## config.mk

```make
export PLATFORM = sky130hd
export DESIGN_NAME = word_detect_filter_flat
export DESIGN_NICKNAME = d
export VERILOG_FILES = /design/src/rtl/word_detect_filter_if.sv /design/src/rtl/word_detect_filter.sv /design/src/flat_wrapper.sv
export SDC_FILE = /design/constraint.sdc
export NUM_CORES = 1
export LEC_CHECK = 0
export ABC_AREA = 1
export BUFFER_PORTS_ARGS = -buffer_cell sky130_fd_sc_hd__clkbuf_2
export CAP_MARGIN = 20
export CORE_AREA = 2 2 81 83
export DETAILED_ROUTE_END_ITERATION = 8
export DIE_AREA = 0 0 83 85
export PLACE_DENSITY = 0.71
export SYNTH_ARGS = -nofsm -noshare
export SYNTH_HDL_FRONTEND = slang
export SYNTH_SLANG_ARGS = --single-unit
```

## constraint.sdc

```tcl
create_clock -name clk -period 3.3 [get_ports clk]
set_input_delay 0.99 -clock clk [delete_from_list [all_inputs] [get_ports clk]]
set_output_delay 0.99 -clock clk [all_outputs]
set_load 0.03 [all_outputs]
```

## src/rtl/word_detect_filter_if.sv

```systemverilog
// Decision-stream and detection-status bundle for word_detect_filter.
// The master side feeds Viterbi decisions and control; the slave side is the filter.
interface word_detect_filter_if #(
  parameter int CNT_W = 16
);
  logic             result_dv;
  logic             result;
  logic             enable;
  logic             clear;
  logic             detect;
  logic             word_active;
  logic [5:0]       vote;
  logic [CNT_W-1:0] detect_count;

  modport master (
    output result_dv, result, enable, clear,
    input  detect, word_active, vote, detect_count
  );

  modport slave (
    input  result_dv, result, enable, clear,
    output detect, word_active, vote, detect_count
  );
endinterface

```

## src/rtl/word_detect_filter.sv

```systemverilog
// Word-detect post filter: sliding-window majority vote over Viterbi decisions
// with on/off hysteresis, a decision-count holdoff after each word, and a
// saturating detection counter. One detect pulse per word onset.
module word_detect_filter #(
  parameter int WIN     = 8,
  parameter int ON_TH   = 6,
  parameter int OFF_TH  = 2,
  parameter int HOLDOFF = 16,
  parameter int CNT_W   = 16
) (
  input  logic                 clk,
  input  logic                 reset,
  word_detect_filter_if.slave  bus
);

  localparam int FILL_W = $clog2(WIN + 1);
  localparam int HOLD_W = $clog2(HOLDOFF + 1);

  localparam logic [5:0]        ON_TH_V   = 6'(ON_TH);
  localparam logic [5:0]        OFF_TH_V  = 6'(OFF_TH);
  localparam logic [FILL_W-1:0] WIN_FULL  = FILL_W'(WIN);
  localparam logic [HOLD_W-1:0] HOLD_INIT = HOLD_W'(HOLDOFF - 1);
  localparam logic [CNT_W-1:0]  CNT_MAX   = {CNT_W{1'b1}};

  typedef enum logic [1:0] {
    S_FILL    = 2'd0,
    S_IDLE    = 2'd1,
    S_ACTIVE  = 2'd2,
    S_HOLDOFF = 2'd3
  } state_t;

  logic [WIN-1:0]    window;
  logic [5:0]        vote_q;
  logic [FILL_W-1:0] fill;
  logic [HOLD_W-1:0] hold_cnt;
  logic [CNT_W-1:0]  cnt_q;
  logic              detect_q;
  state_t            state, state_nxt;

  logic              accept;
  logic              oldest;
  logic [5:0]        vote_nxt;
  logic [FILL_W-1:0] fill_nxt;
  logic              detect_nxt;
  logic              hold_load;
  logic              hold_dec;

  // A decision counts only when enabled and not overridden by a soft clear.
  assign accept   = bus.result_dv & bus.enable & ~bus.clear;
  // Until the window has seen WIN decisions nothing real falls out of it.
  assign oldest   = (fill == WIN_FULL) ? window[WIN-1] : 1'b0;
  assign vote_nxt = vote_q + 6'(bus.result) - 6'(oldest);
  assign fill_nxt = (fill == WIN_FULL) ? fill : fill + FILL_W'(1);

  // Next-state logic: thresholds are judged on the vote including this decision.
  always_comb begin
    state_nxt  = state;
    detect_nxt = 1'b0;
    hold_load  = 1'b0;
    hold_dec   = 1'b0;
    if (accept) begin
      case (state)
        S_FILL: begin
          // The decision that completes the window is judged as from IDLE.
          if (fill_nxt == WIN_FULL) begin
            if (vote_nxt >= ON_TH_V) begin
              state_nxt  = S_ACTIVE;
              detect_nxt = 1'b1;
            end else begin
              state_nxt  = S_IDLE;
            end
          end
        end
        S_IDLE: begin
          if (vote_nxt >= ON_TH_V) begin
            state_nxt  = S_ACTIVE;
            detect_nxt = 1'b1;
          end
        end
        S_ACTIVE: begin
          if (vote_nxt <= OFF_TH_V) begin
            state_nxt = S_HOLDOFF;
            hold_load = 1'b1;
          end
        end
        S_HOLDOFF: begin
          // Leaving holdoff consumes the decision without a threshold check.
          if (hold_cnt == '0) state_nxt = S_IDLE;
          else                hold_dec  = 1'b1;
        end
        default: state_nxt = S_FILL;
      endcase
    end
  end

  // Window shift register, running vote and fill level.
  always_ff @(posedge clk or posedge reset) begin
    if (reset) begin
      window <= '0;
      vote_q <= '0;
      fill   <= '0;
    end else if (bus.clear) begin
      window <= '0;
      vote_q <= '0;
      fill   <= '0;
    end else if (accept) begin
      window <= {window[WIN-2:0], bus.result};
      vote_q <= vote_nxt;
      fill   <= fill_nxt;
    end
  end

  // State register.
  always_ff @(posedge clk or posedge reset) begin
    if (reset)          state <= S_FILL;
    else if (bus.clear) state <= S_FILL;
    else                state <= state_nxt;
  end

  // Holdoff counter, onset pulse and saturating detection counter.
  always_ff @(posedge clk or posedge reset) begin
    if (reset) begin
      hold_cnt <= '0;
      detect_q <= 1'b0;
      cnt_q    <= '0;
    end else if (bus.clear) begin
      hold_cnt <= '0;
      detect_q <= 1'b0;
      cnt_q    <= '0;
    end else begin
      detect_q <= detect_nxt;
      if (hold_load)     hold_cnt <= HOLD_INIT;
      else if (hold_dec) hold_cnt <= hold_cnt - HOLD_W'(1);
      if (detect_nxt && cnt_q != CNT_MAX) cnt_q <= cnt_q + CNT_W'(1);
    end
  end

  assign bus.detect       = detect_q;
  assign bus.word_active  = (state == S_ACTIVE);
  assign bus.vote         = vote_q;
  assign bus.detect_count = cnt_q;

endmodule

```

## src/flat_wrapper.sv

```systemverilog
// flat-port wrapper written by rule: the top's interface ports become plain ports
module word_detect_filter_flat 
#(
  parameter int WIN     = 8,
  parameter int ON_TH   = 6,
  parameter int OFF_TH  = 2,
  parameter int HOLDOFF = 16,
  parameter int CNT_W   = 16
)
  (clk, reset, bus_result_dv, bus_result, bus_enable, bus_clear, bus_detect, bus_word_active, bus_vote, bus_detect_count);
  word_detect_filter_if #(.CNT_W(CNT_W)) bus_i ();
  input  logic clk;
  input  logic reset;
  input wire logic [$bits(bus_i.result_dv)-1:0] bus_result_dv;
  input wire logic [$bits(bus_i.result)-1:0] bus_result;
  input wire logic [$bits(bus_i.enable)-1:0] bus_enable;
  input wire logic [$bits(bus_i.clear)-1:0] bus_clear;
  output wire logic [$bits(bus_i.detect)-1:0] bus_detect;
  output wire logic [$bits(bus_i.word_active)-1:0] bus_word_active;
  output wire logic [$bits(bus_i.vote)-1:0] bus_vote;
  output wire logic [$bits(bus_i.detect_count)-1:0] bus_detect_count;
  assign bus_i.result_dv = bus_result_dv;
  assign bus_i.result = bus_result;
  assign bus_i.enable = bus_enable;
  assign bus_i.clear = bus_clear;
  assign bus_detect = bus_i.detect;
  assign bus_word_active = bus_i.word_active;
  assign bus_vote = bus_i.vote;
  assign bus_detect_count = bus_i.detect_count;
  word_detect_filter #(.WIN(WIN), .ON_TH(ON_TH), .OFF_TH(OFF_TH), .HOLDOFF(HOLDOFF), .CNT_W(CNT_W)) u_core (.clk(clk), .reset(reset), .bus(bus_i));
endmodule
```

# ---- Word level (Yosys, flattened, before mapping)
# Cells that the tools add are included.
dict set report classes {
  eq_ne 10
  n_lt_le_gt_ge 2
  n_reduce_logical 7
  n_bitwise 3
  n_mux 32
  add_sub_neg 5
}
# operator n
set op_table {}
lappend op_table {{16-bit 2-to-1 mux} 2}
lappend op_table {{16-bit by 1-bit adder with 16-bit output (second input constant)} 1}
lappend op_table {{8-bit 2-to-1 mux} 2}
lappend op_table {{16-bit != test (second input constant)} 1}
lappend op_table {{5-bit 2-to-1 mux} 3}
lappend op_table {{2-bit 2-to-1 mux} 7}
lappend op_table {{4-bit 2-to-1 mux} 3}
lappend op_table {{6-bit 2-to-1 mux} 2}
lappend op_table {{3-bit by 2-bit != test with 1-bit output (second input constant)} 4}
lappend op_table {{1-bit 2-to-1 mux} 11}
lappend op_table {{4-bit equality test (second input constant)} 2}
lappend op_table {{2-bit case mux with 4 select lines} 1}
lappend op_table {{6-bit by 1-bit adder with 6-bit output} 1}
lappend op_table {{6-bit by 3-bit >= comparator with 1-bit output (second input constant)} 1}
lappend op_table {{6-bit by 2-bit <= comparator with 1-bit output (second input constant)} 1}
lappend op_table {{6-bit by 1-bit subtractor with 6-bit output} 1}
lappend op_table {{5-bit zero test} 1}
lappend op_table {{5-bit AND reduction} 1}
lappend op_table {{5-bit by 1-bit subtractor with 5-bit output (second input constant)} 1}
lappend op_table {{4-bit by 1-bit adder with 4-bit output (second input constant)} 1}
lappend op_table {{2-bit equality test (second input constant)} 2}
lappend op_table {{2-bit nonzero test} 2}
lappend op_table {{3-bit nonzero test} 1}
lappend op_table {{1-bit bitwise AND} 2}
lappend op_table {{other kinds (5)} 5}
dict set report totals {
  regBits 42
  output_inout_bits 24
  elab_cells 66
  in_bits 6
}

# ---- Longest topological paths before layout
# Gate-level depths: netlist of run 1.
dict set report depth {
  depth_word 11
  ltp_mapped 20
  mapped_depth_nobuf 20
}

# ---- Worst setup path before layout of run 1
# No wires, ideal clock.
dict set report synth_timing {
  path_kind {reg2reg}
  from {reg u_core.fill[0]}
  to {reg u_core.cnt_q[11], in the netlist u_core.bus.detect_count[11]}
  period_less_slack_ns 2.796
  setup_time_ns 0.118
  required_time_ns 3.182
  setup_slack_ns 0.504
  stages_incl_launch_ff 18
  arrival_ns 2.678
  n_path_buf 1
  cell_sequence {dfrtp_1 -> inv_1 -> ha_1 -> nand3_1 -> nor2_1 -> ha_1 -> inv_1 -> ha_1 -> fa_1 -> xnor2_1 -> nor2_1 -> nor2_1 -> nand3_1 -> nand4_4 -> nand2_4 -> buf_6 -> nand2_1 -> nand2_1}
}
dict set report synth_between {
  elab_chain_len 10
  word_cells_on_any_way 13
  classes_between {add/sub (2); order compare (1); eq/ne (2); mux (6); reduce/logical (2)}
}
# item line_no
set synth_lines {}
lappend synth_lines {{from (decl)} word_detect_filter.sv:34} ;# logic [FILL_W-1:0] fill;
lappend synth_lines {{from (signal assigned)} word_detect_filter.sv:109} ;# fill <= fill_nxt;
lappend synth_lines {{4-bit equality test} {word_detect_filter.sv:51, word_detect_filter.sv:53}}
lappend synth_lines {{1-bit 2-to-1 mux} word_detect_filter.sv:51} ;# assign oldest = (fill == WIN_FULL) ? window[WIN-1] : 1'b0;
lappend synth_lines {{6-bit by 1-bit subtractor with 6-bit output} word_detect_filter.sv:52} ;# assign vote_nxt = vote_q + 6'(bus.result) - 6'(oldest);
lappend synth_lines {{6-bit by 3-bit >= comparator with 1-bit output} {word_detect_filter.sv:66, word_detect_filter.sv:75}}
lappend synth_lines {{1-bit 2-to-1 mux} {word_detect_filter.sv:66, word_detect_filter.sv:75}}
lappend synth_lines {{1-bit 2-to-1 mux} word_detect_filter.sv:65} ;# if (fill_nxt == WIN_FULL) begin
lappend synth_lines {{1-bit case mux with 2 select lines *} word_detect_filter.sv:62} ;# case (state)
lappend synth_lines {{1-bit 2-to-1 mux *} word_detect_filter.sv:61} ;# if (accept) begin
lappend synth_lines {{1-bit logical AND *} word_detect_filter.sv:134} ;# if (detect_nxt && cnt_q != CNT_MAX) cnt_q <= cnt_q + CNT_W'(1);
lappend synth_lines {{2-bit nonzero test (no line) *} n/a}
lappend synth_lines {{to (signal assigned)} word_detect_filter.sv:134}
lappend synth_lines {{to (decl)} word_detect_filter.sv:36} ;# logic [CNT_W-1:0] cnt_q;
# Every way passes the cells marked *; elsewhere a longest branch is shown, timed or not.
# A chain may end at the register's enable or synchronous reset.

# ---- Final worst setup path of run 1
dict set report layout_timing {
  from {reg u_core.fill[0]}
  to {reg u_core.hold_cnt[4]}
}
dict set report layout_between {
  elab_chain_len 9
  word_cells_on_any_way 10
  classes_between {add/sub (1); order compare (1); eq/ne (1); mux (6); reduce/logical (1)}
}
# item line_no
set layout_lines {}
lappend layout_lines {{4-bit equality test *} word_detect_filter.sv:51}
lappend layout_lines {{1-bit 2-to-1 mux *} word_detect_filter.sv:51}
lappend layout_lines {{6-bit by 1-bit subtractor with 6-bit output *} word_detect_filter.sv:52}
lappend layout_lines {{6-bit by 2-bit <= comparator with 1-bit output *} word_detect_filter.sv:81} ;# if (vote_nxt <= OFF_TH_V) begin
lappend layout_lines {{1-bit 2-to-1 mux *} word_detect_filter.sv:81}
lappend layout_lines {{1-bit 2-to-1 mux *} word_detect_filter.sv:62}
lappend layout_lines {{1-bit 2-to-1 mux *} word_detect_filter.sv:61}
lappend layout_lines {{5-bit 2-to-1 mux} word_detect_filter.sv:132} ;# if (hold_load) hold_cnt <= HOLD_INIT;
lappend layout_lines {{5-bit 2-to-1 mux} word_detect_filter.sv:126} ;# end else if (bus.clear) begin
lappend layout_lines {{to (signal assigned)} word_detect_filter.sv:133} ;# else if (hold_dec) hold_cnt <= hold_cnt - HOLD_W'(1);
lappend layout_lines {{to (decl)} word_detect_filter.sv:35} ;# logic [HOLD_W-1:0] hold_cnt;
# Marked as above.

==> results of run 1 <==
## layout by cell type (no fill, tap or decap), drive strengths merged
master    instances
nand2            83
nand3            40
inv              53
dfrtp            42
a21oi             5
xor2             15
nand4            15
nor3b             1
o21ai            14
nand3b            1
clkinvlp          1
clkinv            2
and2              2
xnor2             3
ha               15
o22ai            12
or2               1
nor2             32
and3              1
fa                1
bufinv            1
buf               9
clkbuf           35
nor3              6
## cell type report
| type | instances | area share |
|---|---|---|
| Multi-Input combinational cell | 247 | 0.4577 |
| Sequential cell | 42 | 0.3399 |
| Timing Repair Buffer | 38 | 0.06880 |
| Inverter | 55 | 0.06677 |
| Tap cell | 77 | 0.03116 |
| Clock buffer | 6 | 0.02347 |
| Clock inverter | 2 | 0.01214 |
## state kept, by name, indices dropped and copies added (netlist names)
| signal | cells |
|---|---|
| u_core.bus.detect_count | 16 |
| u_core.window | 8 |
| u_core.bus.vote | 6 |
| u_core.hold_cnt | 5 |
| u_core.fill | 4 |
| u_core.state | 2 |
| u_core.bus.detect | 1 |
## cells by family after synthesis
group,after synthesis
AOI/OAI and AO/OA,31
xor gates and xnor gates,18
adders and majority gates,16
buffers and inverters,63
DFF,42
and+or+nand+nor,182
## worst max-delay path by stage
stage	to	cells after the start	slack [ns]	startpoint
after floorplan	u_core.bus.detect_count[11]	17	0.50	u_core.fill[0]
after global placement	u_core.bus.detect_count[14]	11	0.24	bus_result
after detailed placement	u_core.bus.detect_count[12]	16	0.16	u_core.fill[0]
after CTS	u_core.bus.detect_count[12]	16	0.15	u_core.fill[0]
after global routing	u_core.bus.detect_count[12]	16	0.01	u_core.fill[0]
final	u_core.hold_cnt[4]	15	0.24	u_core.fill[0]
## metrics by stage
stage,util,setup WS [ns],instances,power [mW]
floorplan,-,0.5043,352,0.8531
global placement,0.4741,0.2439,454,0.9167
detailed placement,0.4741,0.1604,454,0.9292
CTS,0.4918,0.1536,462,1.343
global route,0.4983,0.01148,467,1.426
finish,0.4983,0.2429,467,1.337
## metal layers
| metal | wire length, µm | vias to the layer above | part of all wire |
|---|---|---|---|
| li1 | - | 1212 | - |
| met3 | 188 | 7 | 0.032 |
| met5 | 0 | - | 0 |
| met2 | 2826 | 39 | 0.48 |
| met1 | 2755 | 1127 | 0.47 |
| met4 | 58 | 0 | 0.010 |
## power by group
group / leakage (nW) / internal, mW / total [mW] / switching, mW
Clock: 0.0514 / 0.226 / 0.417 / 0.191
Combinational: 0.997 / 0.121 / 0.337 / 0.217
Sequential: 0.578 / 0.552 / 0.582 / 0.0307
## worst max-delay path: stages (launching register included)
cell,delay [ns]
dfrtp_1,0.40
inv_1,0.08
ha_1,0.21
nand3_1,0.11
nor2_1,0.05
ha_1,0.26
inv_1,0.04
ha_1,0.21
fa_1,0.41
xnor2_1,0.25
o21ai_0,0.15
nor2_1,0.19
nand4_2,0.23
nand2_2,0.20
nand4_1,0.10
o21ai_0,0.08
## timing repair
action / CTS / global route
gates resized for setup: 0 / 1
endpoints found under the setup margin: 0 / 15
buffers inserted: 0 / 5
endpoints found under the hold margin: 0 / 0
==> impl_metrics.toml, run 1 <==
[sta]
finalSetupViolations = 0
hold_viol = 0
worst_pin_slew_ns = 0.8981
hold_slack_ns = 0.5341
relSlewSlack = 0.3976
grt_setup_unrepaired = "false"
fmax_mhz = 327.1
finalSetupTns_ns = 0
slew_violations = 0
clock_skew_ns = 0.01040
min_period_ns = 3.057
finalCritPeriodShare = 0.9264

[floorplanning]
die-height_um = 85
die_area_um2 = 7055
ioPinCount = 30
rows = 29
die_w_um = 83
start_util = 0.4382
coreArea_um2 = 6205

[worst_setup_path]
r2r_cells = 15
required_ns = 3.52
arrival_ns = 3.28
cp-end-kind = "flop"
setup.worst_path.start_class = "flop"
reg2reg_slack_ns = 0.24
criticalPathCategory = "flop to flop"
r2r_start = "u_core.fill[0]"
crit_fanout = 9
timing.rr.end = "u_core.hold_cnt[4]"

[cells_and_area]
fillers = 610
fin_nets = 411
seqCellArea_um2 = 1051
stdcell_area_um2 = 3092
multiInputGateArea_um2 = 1415
syn_to_final_growth_pct = 13.71
drive_above_1_share = 0.1487
antennaDiodeCount = 0

[drt]
drcViolationCount = 0
dr.pass1.iters = 4
drt_iter0_markers = 122
viasPerCell = 5.107
dr_total_vias = 2385
wl_per_cell_um = 12.48
ant_nets = 0
routed_wl_mm = 5.828

[synth]
synth_top_family_by_area = "simple AND/OR/NAND/NOR gates"
synth_fp_nets = 374
synthFlopType = "dfrtp_1"
syn_inst = 352
synthMostInstantiatedCell = "nand2_1"
synth_common_cells = "80 x nand2_1, 53 x inv_1, 42 x dfrtp_1, 40 x nand3_1, 30 x nor2_1"
synth-seq-area-share = 0.3866
synth_compound_area_frac = 0.06259
synthMuxAreaShare = 0
synth_top_cell_area_share = 0.3866
netlist_area_um2 = 2719
ys_ff_latch = 42
yosysWarnings = 0
async_flop_share = 1.000
synth_area_per_cell_um2 = 7.724
synth.top_cells.by_area = "dfrtp_1 39%, nand2_1 11%, nand3_1 7.4%"
synthDistinctLibCells = 32
synth_edf_count = 0
synthAdderAreaFrac = 0.07639
yosysTopAreaCell = "dfrtp_1"
yosys.area_share.simple = 0.3226
synthXorXnorAreaFrac = 0.05798

[placed_design]
hpwl_mm = 4.314
place_area_um2 = 2942
place_congestion = 0.8624
io_buffers = 29

[worst_hold_path]
hp-start = "u_core.window[6]"
min_delay_path_depth = 2
worstHoldPathType = "flop to flop"
min_to = "u_core.window[6]"

[job]
drv_cap = 0

[global_routing]
gr-max-usage-layer = "met2"
grt_use_met1 = 0.2358
globalRouteTotalUtil = 0.1734
grt_max_degree = 26
first_global_vias = 2253
grtUsageMet3 = 0.03696
grtUsageMet2 = 0.2881
grt_pass1_wl_mm = 10.17
antenna_found_initial = 0
overflow = 0

[clock_tree]
clock_path_buffers = 2
cts_sinks = 42
cts_inserted_buffers = 5
htreeDepth = 2
root_buffer = "clkbuf_8"
clkTransAtPathRegs_ns = 0.08
clock_latency_ns = 0.30
ctsHoldBuffers = 0
cts_tree = "yes"

[power_and_ir_drop]
ir_drop_mv = 0.2054
powerDensity_nw_per_um2 = 432.4
p_leak_nw = 1.627

[run_status]
status = "finished, final reports clean"
(Power assumes the default switching activity.)
==> run 2, diff against run 1 <==
Settings changed: BUFFER_PORTS_ARGS -buffer_cell sky130_fd_sc_hd__clkbuf_2 to not set, DONT_BUFFER_PORTS set to 1, PLACE_DENSITY 0.71 to 0.67.
==> impl_metrics.toml, run 2 (synthesis results as in run 1) <==
[sta]
clock_skew_ns = 0.007089
grt_setup_unrepaired = "false"
worst_pin_slew_ns = 0.6306
fmax_mhz = 331.1
slew_violations = 0
finalCritPeriodShare = 0.9153
fin_ws_ns = 0.2794
hold_viol = 0
hold_slack_ns = 0.5350
finalSetupTns_ns = 0
finalSetupViolations = 0
min_period_ns = 3.021
relSlewSlack = 0.5770

[power_and_ir_drop]
powerDensity_nw_per_um2 = 454.3
p_leak_nw = 1.483
ir_drop_mv = 0.2337
p_total_mw = 1.333

[cells_and_area]
syn_to_final_growth_pct = 7.915
antennaDiodeCount = 0
drive_above_1_share = 0.07584
fin_nets = 377
fillers = 604
layout_commonest_cell = "nand2_1"
stdcell_count = 433
largest_register_ffs = 16
most-common-layout-cells = "79 x nand2_1, 52 x inv_1, 42 x dfrtp_1, 39 x nand3_1, 29 x nor2_1"
fin_util = 0.4729
stdcell_area_um2 = 2934

[drt]
routed_wl_mm = 5.972
drt_iter0_markers = 138
drcViolationCount = 0
viasPerCell = 5.298
dr.pass1.iters = 4
dr_total_vias = 2294
ant_nets = 0
wl_per_cell_um = 13.79

[worst_setup_path]
cp-end-kind = "flop"
arrival_ns = 3.24
setup.worst_path.start_class = "flop"
criticalPathCategory = "flop to flop"
required_ns = 3.52
crit_fanout = 9

[clock_tree]
root_buffer = "clkbuf_8"
cts_tree = "yes"
post_cts_buffers = 0
clock_latency_ns = 0.30
clock_path_buffers = 2
clkTransAtPathRegs_ns = 0.08
htreeDepth = 2
cts_sinks = 42
cts_inserted_buffers = 5

[global_routing]
grt_pass1_wl_mm = 10.09
antenna_found_initial = 0
overflow = 0
first_global_vias = 2260
grt_max_degree = 26
globalRouteTotalUtil = 0.1730

[floorplanning]
coreArea_um2 = 6205
die_area_um2 = 7055
ioPinCount = 30
start_util = 0.4382
die-height_um = 85
rows = 29
die_w_um = 83

[run_status]
status = "finished, final reports clean"

[placed_design]
place_area_um2 = 2789
hpwl_mm = 4.290
placedCellCount = 424
io_buffers = 0
place_congestion = 0.8386
dp_slack_ns = 0.1787

[worst_hold_path]
worstHoldPathType = "flop to flop"

[job]
drv_cap = 0
run 2: worst max-delay path: stages, from the launching register on:
cell,delay [ns]
dfrtp_1,0.39
inv_1,0.08
ha_1,0.21
nand3_1,0.12
nor2_1,0.06
ha_1,0.27
inv_1,0.04
ha_1,0.21
fa_1,0.43
xnor2_2,0.22
o21ai_0,0.12
nor2_1,0.18
nand4_2,0.23
nand2_2,0.21
nand3_1,0.09
o21ai_0,0.09
run 2: cell type report:
class,count,area [µm²],area share
Clock buffer,6,72.57,0.02473
Inverter,55,206.4,0.07036
Timing Repair Buffer,3,22.52,0.007676
Sequential cell,42,1051,0.3582
Clock inverter,2,37.54,0.01279
Multi-Input combinational cell,248,1448,0.4934
Tap cell,77,96.34,0.03284
run 2: repair_timing:
action                     CTS  global route
hold buffers                 0             0
setup endpoints to repair    0            22
gates resized for setup      0             5
run 2: report_power, final:
part           switching [mW]  internal (mW)
Sequential             0.0344          0.552
Clock                   0.184          0.226
Combinational           0.220          0.117
Total                   0.438          0.894
run 2: path summary, 6_finish.rpt:
check / startpoint / endpoint / slack [ns] / cells after the start
worst min-delay path: u_core.window[5] / u_core.window[5] / 0.54 / 2
worst max register to register: u_core.fill[0] / u_core.hold_cnt[0] / 0.28 / 15
worst min register to register: u_core.window[5] / u_core.window[5] / 0.54 / 2
min in group asynchronous: reset / u_core.window[3] / 0.58 / 1
worst max-delay path: u_core.fill[0] / u_core.hold_cnt[0] / 0.28 / 15
max in group asynchronous: reset / u_core.bus.detect_count[0] / 2.03 / 2
run 2: layer usage:
layer | track usage | routed length, µm | vias up
li1 | - | - | 1146
met1 | 0.2237 | 2661 | 1076
met2 | 0.2859 | 2846 | 60
met3 | 0.03891 | 340 | 12
met4 | 0.06408 | 123 | 0
met5 | 0 | 0 | -
